**config.mk**
```make
export PLATFORM = sky130hd
export DESIGN_NAME = apb_requester
export DESIGN_NICKNAME = d
export VERILOG_FILES = /design/src/rtl/apb_requester.sv
export SDC_FILE = /design/constraint.sdc
export NUM_CORES = 1
export LEC_CHECK = 0
export ABC_AREA = 1
export CAP_MARGIN = 5
export CORE_ASPECT_RATIO = 1.25
export CORE_MARGIN = 8
export CORE_UTILIZATION = 36
export DETAILED_ROUTE_END_ITERATION = 16
export GPL_TIMING_DRIVEN = 0
export PLACE_DENSITY = 0.88
export SYNTH_ARGS = -nofsm -noshare
export SYNTH_HDL_FRONTEND = slang
export SYNTH_SLANG_ARGS = --single-unit
```
**constraint.sdc**
```tcl
create_clock -name pclk -period 3.5 [get_ports pclk]
set_input_delay 0.7 -clock pclk [delete_from_list [all_inputs] [get_ports pclk]]
set_output_delay 0.7 -clock pclk [all_outputs]
set_load 0.05 [all_outputs]
```
**src/rtl/apb_requester.sv**
```systemverilog
// APB4 requester: turns one valid/ready command into an APB SETUP/ACCESS
// transfer and returns read data / error status on a valid/ready response.
// Optional build macro APB_REQ_TIMEOUT_EN bounds the ACCESS wait to
// TIMEOUT_CYCLES cycles and ends a stalled transfer with rsp_err = 1.
//
// state  | meaning
// IDLE   | ready for a command, APB bus idle
// SETUP  | psel = 1, penable = 0 for one cycle
// ACCESS | psel = 1, penable = 1, waiting for pready
// RESP   | response held on rsp_* until rsp_ready
module apb_requester #(
  parameter int ADDR_WIDTH     = 32,
  parameter int DATA_WIDTH     = 32,
  parameter int STRB_WIDTH     = DATA_WIDTH / 8,
  parameter int TIMEOUT_CYCLES = 16
) (
  input  logic                  pclk,
  input  logic                  preset,
  input  logic                  cmd_valid,
  output logic                  cmd_ready,
  input  logic                  cmd_write,
  input  logic [ADDR_WIDTH-1:0] cmd_addr,
  input  logic [DATA_WIDTH-1:0] cmd_wdata,
  input  logic [STRB_WIDTH-1:0] cmd_strb,
  input  logic [2:0]            cmd_prot,
  output logic                  rsp_valid,
  input  logic                  rsp_ready,
  output logic [DATA_WIDTH-1:0] rsp_rdata,
  output logic                  rsp_err,
  output logic [ADDR_WIDTH-1:0] paddr,
  output logic                  psel,
  output logic                  penable,
  output logic                  pwrite,
  output logic [DATA_WIDTH-1:0] pwdata,
  output logic [STRB_WIDTH-1:0] pstrb,
  output logic [2:0]            pprot,
  input  logic [DATA_WIDTH-1:0] prdata,
  input  logic                  pready,
  input  logic                  pslverr
);

  localparam logic [1:0] IDLE   = 2'd0;
  localparam logic [1:0] SETUP  = 2'd1;
  localparam logic [1:0] ACCESS = 2'd2;
  localparam logic [1:0] RESP   = 2'd3;

  // A zero timeout would make the wait-count compare meaningless.
  if (TIMEOUT_CYCLES < 1) begin : g_bad_timeout
    $error("apb_requester: TIMEOUT_CYCLES must be at least 1");
  end

  logic [1:0] state;

`ifdef APB_REQ_TIMEOUT_EN
  localparam int CNT_W = $clog2(TIMEOUT_CYCLES + 1);
  localparam logic [CNT_W-1:0] CNT_LAST = CNT_W'(TIMEOUT_CYCLES - 1);
  logic [CNT_W-1:0] wait_cnt;
`endif

  // Commands are only taken in IDLE; held low through reset so every output reads 0.
  assign cmd_ready = (state == IDLE) && !preset;

  // Transfer sequencing, APB outputs and response capture.
  always_ff @(posedge pclk or posedge preset) begin
    if (preset) begin
      state     <= IDLE;
      psel      <= 1'b0;
      penable   <= 1'b0;
      pwrite    <= 1'b0;
      paddr     <= '0;
      pwdata    <= '0;
      pstrb     <= '0;
      pprot     <= '0;
      rsp_valid <= 1'b0;
      rsp_rdata <= '0;
      rsp_err   <= 1'b0;
`ifdef APB_REQ_TIMEOUT_EN
      wait_cnt  <= '0;
`endif
    end else begin
      case (state)
        IDLE: begin
          if (cmd_valid) begin
            state  <= SETUP;
            psel   <= 1'b1;
            paddr  <= cmd_addr;
            pwrite <= cmd_write;
            pwdata <= cmd_wdata;
            pprot  <= cmd_prot;
            // APB4: strobes must be all-zero on reads.
            pstrb  <= cmd_write ? cmd_strb : '0;
          end
        end
        SETUP: begin
          state   <= ACCESS;
          penable <= 1'b1;
`ifdef APB_REQ_TIMEOUT_EN
          wait_cnt <= '0;
`endif
        end
        ACCESS: begin
          if (pready) begin
            state     <= RESP;
            psel      <= 1'b0;
            penable   <= 1'b0;
            rsp_valid <= 1'b1;
            rsp_rdata <= pwrite ? '0 : prdata;
            rsp_err   <= pslverr;
          end
`ifdef APB_REQ_TIMEOUT_EN
          // This is the TIMEOUT_CYCLES-th stalled cycle: give up with an error.
          else if (wait_cnt == CNT_LAST) begin
            state     <= RESP;
            psel      <= 1'b0;
            penable   <= 1'b0;
            rsp_valid <= 1'b1;
            rsp_rdata <= '0;
            rsp_err   <= 1'b1;
            wait_cnt  <= wait_cnt + 1'b1;
          end else begin
            wait_cnt <= wait_cnt + 1'b1;
          end
`endif
        end
        RESP: begin
          if (rsp_ready) begin
            state     <= IDLE;
            rsp_valid <= 1'b0;
          end
        end
        default: state <= IDLE;
      endcase
    end
  end

endmodule

```
==> results of run 1 <==
metal layers:
metal	vias up	global-route usage	wire, um
met4	0	0.0639	269
met3	21	0.0762	1450
met5	-	0	0
met1	1842	0.190	5360
met2	166	0.298	6880
li1	1966	-	-
sequential cells by signal, indices dropped and copies added, names as in the netlist:
| name | flops |
|---|---|
| paddr | 32 |
| penable | 1 |
| pprot | 3 |
| psel | 1 |
| pstrb | 4 |
| pwdata | 32 |
| pwrite | 1 |
| rsp_err | 1 |
| rsp_rdata | 32 |
| rsp_valid | 1 |
| state | 2 |
cells in the mapped netlist:
cell,instances
a21oi_1,3
o21ai_0,32
buf_6,7
nor2_1,3
buf_2,11
inv_2,1
nand3_1,1
clkbuf_1,4
dfrtp_1,110
buf_4,3
nand2_1,292
ha_1,6
nand4_1,2
o21ai_1,5
nand3b_1,1
inv_1,11
path summary, 6_finish.rpt:
check	startpoint	endpoint	slack, ns	depth (start not counted)
min in group asynchronous	preset	rsp_rdata[19]$_DFFE_PP0P_	0.88	2
hold / removal	pwdata[21]$_DFFE_PP0P_	pwdata[21]$_DFFE_PP0P_	0.48	2
setup / recovery	state[0]$_DFFE_PP0P_	cmd_ready	0.70	5
setup reg to reg	state[0]$_DFFE_PP0P_	rsp_rdata[0]$_DFFE_PP0P_	1.87	5
hold reg to reg	pwdata[21]$_DFFE_PP0P_	pwdata[21]$_DFFE_PP0P_	0.48	2
max in group asynchronous	preset	paddr[30]$_DFFE_PP0P_	1.72	4
cell type report:
type,instances,share of cell area
inverter,12,0.00686
timing repair buffer,220,0.312
sequential,110,0.387
clock inverter,7,0.0113
clock buffer,9,0.0317
multi-input combinational,345,0.198
tap,164,0.0288
buffer,25,0.0241
cell usage in the layout, fill, tap and decap left out:
cell,n
a21oi_1,3
buf_12,2
buf_2,11
buf_4,3
buf_6,7
bufinv_16,1
clkbuf_1,4
clkbuf_16,9
clkdlybuf4s50_1,218
clkinv_4,1
clkinvlp_4,3
dfrtp_1,110
ha_1,6
inv_1,10
inv_2,1
inv_6,3
nand2_1,292
nand3_1,1
nand3b_1,1
nand4_1,2
nor2_1,3
o21ai_0,32
o21ai_1,5
stage by stage:
step           setup slack, ns  instance area (um^2)  power (mW)
4_1_cts                  0.667                  7110        7.77
6_report                 0.701                  7110        7.68
3_3_place_gp             0.336                  6770        6.58
5_1_grt                  0.571                  7110        8.10
3_5_place_dp             0.696                  6810        6.69
2_1_floorplan             1.41                  4380        5.02
cell families after synthesis:
group                    share of synthesized area
AO/OA/AOI/OAI                               0.0457
adder cells (fa/ha/maj)                     0.0172
buffers and inverters                       0.0495
flip-flops                                   0.629
AND/OR/NAND/NOR                              0.259
worst reg2reg max path: cells and delay by family (launching register included):
kind | cells | cell delay (ns)
buf+inv | 2 | 0.51
compound gates | 1 | 0.18
fa+ha+maj | 1 | 0.24
flops | 1 | 0.43
simple gates | 1 | 0.14
power groups by stage:
stage | combinational (mW) | clock [mW] | sequential (mW)
after floorplan | 0.947 | 0 | 4.08
after global placement | 4.44 | 0 | 2.14
after detailed placement | 4.52 | 0 | 2.17
after CTS | 4.53 | 1.08 | 2.16
after global routing | 4.75 | 1.13 | 2.23
final | 4.47 | 1.05 | 2.16
==> results.sh, run 1 <==
export IMPL_status="complete, no violations"
export IMPL_yosysTopAreaCell="dfrtp_1"
export IMPL_switching_share=0.500
export IMPL_start_util=0.365
export IMPL_max_stage_delay_ns=0.81
export IMPL_syn_instance_count=492
export IMPL_grt_overflow_total=0
export IMPL_crit_buf_inv=3
export IMPL_wl_per_cell_um=15.7
export IMPL_die_area_mm2=0.0160
export IMPL_p_leak_nw=3.44
export IMPL_worstSetupPathType="flop to primary output"
export IMPL_synth_area_per_cell_um2=8.90
export IMPL_row_count=45
export IMPL_powerDensity_mw_per_mm2=1080
export IMPL_min_path_type="flop to flop"
export IMPL_multiInputGateArea_mm2=0.00141
export IMPL_tns_ns=0
export IMPL_die_x_um=115
export IMPL_utilization=0.593
export IMPL_clk_pin_slew_ns=0.07
export IMPL_final_hold_viol_count=0
export IMPL_cts_tree="done"
export IMPL_fin_crit_sh=0.800
export IMPL_post_cts_resized=0
export IMPL_cts_root_buffer="clkbuf_16"
export IMPL_seq_area_mm2=0.00275
export IMPL_slew_violations=0
export IMPL_antenna_cells=0
export IMPL_ys_seq_area_frac=0.629
export IMPL_path_cells="inv_1 > ha_1 > inv_1 > nor2_1 > clkdlybuf4s50_1"
export IMPL_final_setup_viol_count=0
export IMPL_stdcell_count=892
export IMPL_clk_latency_ns=0.35
export IMPL_drive_gt1_frac=0.0563
export IMPL_cp_common_cell="inv_1"
export IMPL_grt_max_degree=41
export IMPL_comb_power_share=0.583
export IMPL_dp_hpwl_um=11000
export IMPL_cp_required_ns=2.80
export IMPL_power_frac_clock=0.136
export IMPL_cp_slowest_cell="clkdlybuf4s50_1"
export IMPL_grt_total_usage=0.176
export IMPL_synthTopCellsByArea="dfrtp_1 63%, nand2_1 25%, o21ai_0 3.7%"
export IMPL_antenna_found_initial=0
export IMPL_switchingPower_mw=3.84
export IMPL_via_per_inst=4.48
export IMPL_cp_data_arrival_time_ns=2.10
export IMPL_coreArea_mm2=0.0120
export IMPL_syn2layout_area_growth_pct=62.5
export IMPL_ir_drop_v=0.000600
export IMPL_drc=0
export IMPL_finClkSkew_ns=0.0124
export IMPL_clk_path_buf_depth=2
export IMPL_cts_setup_buffers=0
export IMPL_synth_top_area_share=0.629
export IMPL_hold_buffers=0
export IMPL_end_kind="primary output"
export IMPL_dp_cells=876
export IMPL_ant_nets=0
export IMPL_drt_initial_drc_count=147
export IMPL_cts_sinks=110
export IMPL_whs_ns=0.481
export IMPL_first_global_vias=4198
export IMPL_worst_pin_slew_ns=0.837
export IMPL_synth_seq_cells=110
export IMPL_path_max_fanout=5
export IMPL_maxCapViolCount=0
export IMPL_fp_dieH_um=139
export IMPL_layout_min_cycle_time_ns=2.80
export IMPL_cp_start_kind="flop"
export IMPL_final_nets=839
export IMPL_p_int_mw=3.84
export IMPL_netlist_area_mm2=0.00438
export IMPL_port_buffers=218
export IMPL_clock_fmax_mhz=357
export IMPL_cts_buffers=9
export IMPL_htree_levels=3
export IMPL_maxSlewHeadroom=0.441
export IMPL_yosysWarnings=0
export IMPL_nFillCells=1046
export IMPL_grt_pass1_wl_um=21900
export IMPL_power_frac_seq=0.281
export IMPL_drt_total_wl_um=14000
export IMPL_gp_congestion=0.803
export IMPL_crit_family="buffers and inverters"
export IMPL_synth_nets=608
export IMPL_rsz0062_at_grt="no"
export IMPL_via_count=3995
export IMPL_yosys_cell_types_count=16
export IMPL_first_pass_iters=4
export IMPL_io_pin_count=219
Power figures use the tool's default switching activity.
==> inputs of run 2 (changes only) <==
Clock period 3.5 ns to 2.5 ns, I/O delays scaled along.
==> run 2 against run 1 <==
- non-clock buffer count unchanged
- cell count stayed put
- clock skew barely moved
- critical path depth unchanged
- first-iteration DRC count shrank 2.7%
- sequential share of layout area about the same
- global-route usage barely moved
- flip-flop and latch count unchanged
- critical path type unchanged
- critical endpoint unchanged
- largest power group unchanged
==> results.sh, run 2 (synthesis results as in run 1) <==
export IMPL_final_setup_viol_count=0
export IMPL_switchingPower_mw=5.37
export IMPL_nFillCells=1046
export IMPL_clock_fmax_mhz=431
export IMPL_comb_power_share=0.582
export IMPL_slew_violations=0
export IMPL_seq_area_mm2=0.00275
export IMPL_path_max_fanout=5
export IMPL_end_kind="primary output"
export IMPL_layout_min_cycle_time_ns=2.32
export IMPL_dp_hpwl_um=11000
export IMPL_coreArea_mm2=0.0120
export IMPL_drive_gt1_frac=0.0563
export IMPL_worst_pin_slew_ns=0.837
export IMPL_antenna_found_initial=0
export IMPL_fp_dieH_um=139
export IMPL_finClkSkew_ns=0.0124
export IMPL_first_global_vias=4201
export IMPL_drt_total_wl_um=14000
export IMPL_maxCapViolCount=0
export IMPL_via_per_inst=4.48
export IMPL_grt_max_degree=41
export IMPL_drt_initial_drc_count=143
export IMPL_gp_congestion=0.803
export IMPL_cts_tree="done"
export IMPL_p_leak_nw=3.44
export IMPL_cp_required_ns=2.00
export IMPL_clk_pin_slew_ns=0.07
export IMPL_syn2layout_area_growth_pct=62.5
export IMPL_htree_levels=3
export IMPL_status="complete, no violations"
export IMPL_clk_latency_ns=0.35
export IMPL_port_buffers=218
export IMPL_tns_ns=0
export IMPL_cp_start_kind="flop"
export IMPL_cts_buffers=9
export IMPL_grt_total_usage=0.176
export IMPL_power_frac_seq=0.281
export IMPL_wl_per_cell_um=15.7
export IMPL_reg_top3="paddr x32, pwdata x32, rsp_rdata x32"
export IMPL_power_frac_clock=0.136
export IMPL_maxSlewHeadroom=0.441
export IMPL_ant_nets=0
export IMPL_grt_overflow_total=0
export IMPL_worstSetupPathType="flop to primary output"
export IMPL_min_path_type="flop to flop"
export IMPL_final_cell_mix="292 x nand2_1, 217 x clkdlybuf4s50_1, 110 x dfrtp_1"
export IMPL_final_nets=839
export IMPL_switching_share=0.500
export IMPL_p_int_mw=5.38
export IMPL_io_pin_count=219
export IMPL_rsz0062_at_grt="no"
export IMPL_utilization=0.593
export IMPL_multiInputGateArea_mm2=0.00141
export IMPL_hold_buffers=0
export IMPL_cp_data_arrival_time_ns=1.82
export IMPL_layout_commonest_cell="nand2_1"
export IMPL_powerDensity_mw_per_mm2=1510
export IMPL_die_x_um=115
export IMPL_ir_drop_v=0.000838
export IMPL_first_pass_iters=4
export IMPL_antenna_cells=0
export IMPL_row_count=45
export IMPL_drc=0
export IMPL_start_util=0.365
export IMPL_cts_sinks=110
export IMPL_grt_pass1_wl_um=21800
export IMPL_via_count=4000
export IMPL_die_area_mm2=0.0160
export IMPL_final_hold_viol_count=0
export IMPL_cts_root_buffer="clkbuf_16"
export IMPL_fin_crit_sh=0.927
export IMPL_clk_path_buf_depth=2
-- run 2: cell types whose count changed in the layout (fill, tap and decap cells not counted), sizes merged --
cell | previous run | this run
dlygate4sd2 | 0 | 1
clkdlybuf4s50 | 218 | 217
-- run 2: per-stage QoR --
stage	hold slack, ns	instances	power [mW]	worst slack (ns)	area, um^2
after floorplan	0.520	492	7.03	0.611	4380
after global placement	0.456	874	9.21	-0.464	6770
after detailed placement	0.464	876	9.37	0.0961	6810
after CTS	0.484	892	10.9	0.148	7110
after global routing	0.508	892	11.3	0.0650	7110
final	0.480	892	10.7	0.181	7110
-- run 2: final timing paths --
path,start,to,slack (ns),cells after the start
max in group asynchronous,preset,paddr[30]$_DFFE_PP0P_,0.91,4
setup reg to reg,state[0]$_DFFE_PP0P_,rsp_rdata[0]$_DFFE_PP0P_,0.87,5
hold reg to reg,pwdata[21]$_DFFE_PP0P_,pwdata[21]$_DFFE_PP0P_,0.48,2
hold / removal,pwdata[21]$_DFFE_PP0P_,pwdata[21]$_DFFE_PP0P_,0.48,2
setup / recovery,state[0]$_DFFE_PP0P_,cmd_ready,0.18,5
min in group asynchronous,preset,rsp_rdata[19]$_DFFE_PP0P_,0.68,2
-- run 2: repair_timing --
| item | in CTS | in global routing |
|---|---|---|
| setup endpoints to repair | 1 | 0 |
| resized for setup | 1 | 0 |
| buffers inserted | 0 | 0 |
-- run 2: cell type report --
cell class	count	share of cell area
multi-input cells	345	0.198
inverters	12	0.00686
clock inverters	7	0.0113
repair buffers	220	0.312
well taps	164	0.0289
clock buffers	9	0.0317
flip-flops and latches	110	0.387
plain buffers	25	0.0241
-- run 2: metal layers --
layer	wire length [um]	part of all wire	track usage
met5	0	0	0
met4	254	0.018	0.0639
met3	1430	0.10	0.0762
met2	6910	0.49	0.299
met1	5400	0.39	0.189
-- run 2: power groups by stage --
stage	clock, mW	sequential [mW]	combinational [mW]
final	1.46	3.02	6.26
after global routing	1.57	3.12	6.64
after CTS	1.52	3.02	6.34
after detailed placement	0	3.03	6.33
after global placement	0	3.00	6.21
after floorplan	0	5.71	1.33
-- run 2: worst max-delay path: stages, from the launching register on --
cell and delay, ns:
dfrtp_1 0.44, inv_1 0.13, ha_1 0.23, inv_1 0.06
nor2_1 0.07, dlygate4sd2_1 0.54
